`config.mk`:
```
export PLATFORM = sky130hd
export DESIGN_NAME = serial_adder
export DESIGN_NICKNAME = d
export VERILOG_FILES = /design/src/rtl/serial_adder_pkg.sv /design/src/rtl/full_adder.sv /design/src/rtl/serial_adder.sv
export SDC_FILE = /design/constraint.sdc
export NUM_CORES = 1
export LEC_CHECK = 0
export CAP_MARGIN = 20
export CORE_MARGIN = 5
export CORE_UTILIZATION = 46
export DETAILED_ROUTE_END_ITERATION = 16
export GPL_ROUTABILITY_DRIVEN = 1
export PLACE_DENSITY_LB_ADDON = 0.08
export REMOVE_ABC_BUFFERS = 1
export SLEW_MARGIN = 20
export SYNTH_ARGS = -nofsm -noshare
export SYNTH_HDL_FRONTEND = slang
export SYNTH_SLANG_ARGS = --single-unit
```
`constraint.sdc`:
```
create_clock -name clk -period 1.32 [get_ports clk]
set_input_delay 0.264 -clock clk [delete_from_list [all_inputs] [get_ports clk]]
set_output_delay 0.264 -clock clk [all_outputs]
set_load 0.02 [all_outputs]
```
`src/rtl/serial_adder_pkg.sv`:
```
// Shared types and constants for the bit-serial adder.
// State encoding, default width and counter sizing helper.
package serial_adder_pkg;

  localparam int unsigned DEFAULT_WIDTH = 8;

  // 2'd3 is unused and falls back to IDLE in the FSM default branch.
  typedef enum logic [1:0] {
    IDLE = 2'd0,
    RUN  = 2'd1,
    DONE = 2'd2
  } state_e;

  function automatic int unsigned cnt_width(input int unsigned w);
    return (w > 1) ? $clog2(w) : 1;
  endfunction

endpackage

```
`src/rtl/full_adder.sv`:
```
// Single-bit full adder slice used by the serial adder.
module full_adder (
  input  logic a,
  input  logic b,
  input  logic c,
  output logic sum,
  output logic carry
);

  assign sum   = a ^ b ^ c;
  assign carry = (a & b) | (c & (a ^ b));

endmodule

```
`src/rtl/serial_adder.sv`:
```
// Bit-serial WIDTH-bit adder: one full_adder cell, LSB first, registered carry.
// Result and carry-out are registered on the last bit and held until the next completion.
module serial_adder
  import serial_adder_pkg::*;
#(
  parameter int unsigned WIDTH = DEFAULT_WIDTH
) (
  input  logic             clk,
  input  logic             rst_n,
  input  logic             start,
  input  logic [WIDTH-1:0] a,
  input  logic [WIDTH-1:0] b,
  input  logic             cin,
  output logic             busy,
  output logic             done,
  output logic [WIDTH-1:0] sum,
  output logic             cout
);

  localparam int unsigned   CW       = cnt_width(WIDTH);
  localparam logic [CW-1:0] CNT_LAST = CW'(WIDTH - 1);

  state_e           state_q, state_d;
  logic [WIDTH-1:0] a_sr, b_sr;
  logic [WIDTH-2:0] res_sr;
  logic [WIDTH-1:0] res_next;
  logic             c_reg;
  logic [CW-1:0]    cnt;
  logic             fa_s, fa_c;
  logic             load, step, last;

  full_adder u_fa (
    .a     (a_sr[0]),
    .b     (b_sr[0]),
    .c     (c_reg),
    .sum   (fa_s),
    .carry (fa_c)
  );

  // Full result including the bit produced on the current edge.
  assign res_next = {fa_s, res_sr};

  always_comb begin
    state_d = state_q;
    load    = 1'b0;
    step    = 1'b0;
    last    = 1'b0;
    unique case (state_q)
      IDLE: begin
        if (start) begin
          load    = 1'b1;
          state_d = RUN;
        end
      end
      RUN: begin
        step = 1'b1;
        if (cnt == CNT_LAST) begin
          last    = 1'b1;
          state_d = DONE;
        end
      end
      DONE: begin
        if (start) begin
          load    = 1'b1;
          state_d = RUN;
        end else begin
          state_d = IDLE;
        end
      end
      default: state_d = IDLE;
    endcase
  end

  always_ff @(posedge clk or negedge rst_n) begin
    if (!rst_n) begin
      state_q <= IDLE;
    end else begin
      state_q <= state_d;
    end
  end

  always_ff @(posedge clk or negedge rst_n) begin
    if (!rst_n) begin
      a_sr   <= '0;
      b_sr   <= '0;
      res_sr <= '0;
      c_reg  <= 1'b0;
      cnt    <= '0;
      sum    <= '0;
      cout   <= 1'b0;
    end else if (load) begin
      a_sr   <= a;
      b_sr   <= b;
      res_sr <= '0;
      c_reg  <= cin;
      cnt    <= '0;
    end else if (step) begin
      a_sr   <= a_sr >> 1;
      b_sr   <= b_sr >> 1;
      res_sr <= res_next[WIDTH-1:1];
      c_reg  <= fa_c;
      cnt    <= cnt + CW'(1);
      if (last) begin
        sum  <= res_next;
        cout <= fa_c;
      end
    end
  end

  assign busy = (state_q == RUN);
  assign done = (state_q == DONE);

endmodule

```
==> flow_metrics.tcl <==
set metrics [dict create \
    status "finished with violations" \
    violations "setup timing" \
    yosysTopAreaCell "dfrtp_1" \
    finalHoldViolations 0 \
    synthTopCellsByArea "dfrtp_1 (58%), mux2_2 (9.0%), a22o_1 (5.4%)" \
    grt_pass1_vias 1242 \
    die_height_um 69.6 \
    start_kind "flip-flop" \
    vias 1190 \
    clock_sinks 38 \
    hold_path.class "in2async" \
    grt_antenna_before_repair 0 \
    arrival_ns 1.08 \
    drtIter0Drc 42 \
    drc 0 \
    clk_latency_ns 0.35 \
    fp.coreArea_um2 3390 \
    fin_ws_ns -0.0198 \
    area_delta_synth_final_pct 35.7 \
    synth_seq_area_share_pct 58.1 \
    clock_skew_ns 0.0177 \
    num_rows 21 \
    port_buffers 30 \
    r2r-end "b_sr[7]$_DFFE_PN0P_" \
    syn-cell-area_um2 1640 \
    finalSetupViolations 5 \
    worst-setup-path-type "reg2out" \
    clockBufferDepth 2 \
    slew_viol_final 0 \
    dieWidth_um 69.6 \
    fin_cells 230 \
    path_clk_slew_ns 0.12 \
    initial_core_util_pct 48.2 \
    rsz0062_at_grt "true" \
    h-tree-depth 2 \
    final_layout_size_suffix_gt1_share_pct 32.6 \
    yosys.area.top_type_share_pct 58.1 \
    dpl_cell_area_um2 2090 \
    yosysUniqueCellTypes 23 \
    grt_pass1_wl_mm 5.85 \
    dp.cells 216 \
    cts_buffers 5 \
    mostFrequentLayoutCells "dfrtp_1 (38), clkdlybuf4s50_1 (18), buf_4 (17)" \
    final_nets 206 \
    drt_pass1_iterations 4 \
    rrSetupSlack_ns -0.01 \
    slew_headroom_pct 72.0 \
    crit_path_end_kind "primary output" \
    post-route-util_pct 65.5 \
    power_density_nw_per_um2 2280 \
    p_leak_nw 1.06 \
    clock_tree.root_cell "clkbuf_4" \
    r2r_cells 5 \
    syn_inst 132 \
    worst_pin_slew_ns 0.420 \
    grt_use_total_pct 15.0 \
    cts_tree "done" \
    grt-ovfl-total 0 \
    viasPerCell 5.17 \
    critPathLaunch "state_q[1]$_DFFE_PN0P_" \
    yosysWarnings 0 \
    layout_commonest_cell "dfrtp_1" \
    yosys_register_bits 38 \
    top_regs "a_sr (8), b_sr (8), sum (8)" \
    period_needed_ns 1.34 \
    rr_startpoint "state_q[0]$_DFFE_PN0P_" \
    gp_congestion 0.744 \
    synth_area_per_cell_um2 12.4 \
    antenna_left 0 \
    crit_fanout 3 \
    hold_slack_ns 0.373 \
    wire_per_inst_um 14.4 \
    diodes 0 \
    dieArea_um2 4850 \
    final_cell_area_um2 2220 \
    max-cap-violations 0 \
    max_freq_mhz 746 \
    ios 31 \
    final.period_utilization_pct 101 \
    grt_max_degree 23 \
    wirelength_mm 3.32 \
    worstPathRequired_ns 1.06 \
    vdd_ir_drop_max_v 0.000966 \
    dp_hpwl_mm 2.27 \
]
power by group:
| part | total, mW | internal (mW) | switching [mW] |
|---|---|---|---|
| registers | 2.01 | 1.68 | 0.332 |
| clock network | 0.775 | 0.392 | 0.382 |
| logic | 2.27 | 1.20 | 1.06 |
| total | 5.06 | 3.28 | 1.78 |
cell families after synthesis:
logic type,count (synthesis),synth area share (%)
AOI/OAI and AO/OA,43,17.0
adders and majority gates,3,2.75
buffers and inverters,22,6.58
DFF,38,58.1
muxes,17,11.4
and+or+nand+nor,9,4.13
final cells by class:
cell class,count,area [um^2]
repair buffers,50,445
fillers,275,1170
inverters,15,58.8
well taps,46,57.6
clock buffers,5,37.5
flip-flops and latches,38,951
multi-input cells,73,629
clock inverters,3,40.0
worst max-delay path, cell delays in order (launching register included):
cell and delay (ns):
dfrtp_1 0.41, nand2b_4 0.16, inv_4 0.06, buf_6 0.11
cells in the mapped netlist:
| master | number |
|---|---|
| buf_6 | 2 |
| mux2i_1 | 4 |
| fa_1 | 1 |
| nand2b_1 | 1 |
| nor2b_1 | 4 |
| buf_2 | 3 |
| a21oi_1 | 15 |
| inv_1 | 14 |
| dfrtp_1 | 38 |
| o21ai_0 | 2 |
| nand2b_4 | 1 |
| inv_4 | 1 |
| o22ai_1 | 12 |
| a21o_1 | 1 |
| ha_1 | 2 |
| clkbuf_1 | 1 |
| a22o_1 | 10 |
| nand3_1 | 1 |
| buf_4 | 1 |
| mux2_2 | 13 |
| nand2_4 | 1 |
| a211oi_1 | 3 |
| nor2_2 | 1 |
layer usage:
| layer | wire length, um | global-route usage [%] |
|---|---|---|
| met4 | 27 | 4.47 |
| met3 | 163 | 4.78 |
| met1 | 1470 | 18.9 |
| met2 | 1660 | 24.7 |
| met5 | 0 | 0 |
per-stage QoR:
stage	setup WS (ns)	total power, mW	TNS (ns)
detailed placement	-0.191	4.23	-4.72
global placement	-0.166	4.12	-3.94
CTS	-0.0308	5.12	-0.0566
finish	-0.0198	5.06	-0.0465
floorplan	-0.115	3.26	-1.19
global route	-0.0845	5.46	-1.22
repair_timing:
action | CTS | global route
gates resized for setup | 37 | 10
hold buffers | 1 | 0
setup endpoints to repair | 22 | 38
buffers inserted | 3 | 1
hold endpoints to repair | 16 | 0
pin swaps | 3 | 0
gates cloned | 1 | 0
how the worst max path moves through the flow:
stage / endpoint / cells after the start
global route: busy / 3
global placement: b_sr[7]$_DFFE_PN0P_ / 6
CTS: busy / 3
finish: busy / 3
floorplan: cout$_DFFE_PN0P_ / 4
detailed placement: b_sr[7]$_DFFE_PN0P_ / 6
Power figures use the tool's default switching activity.
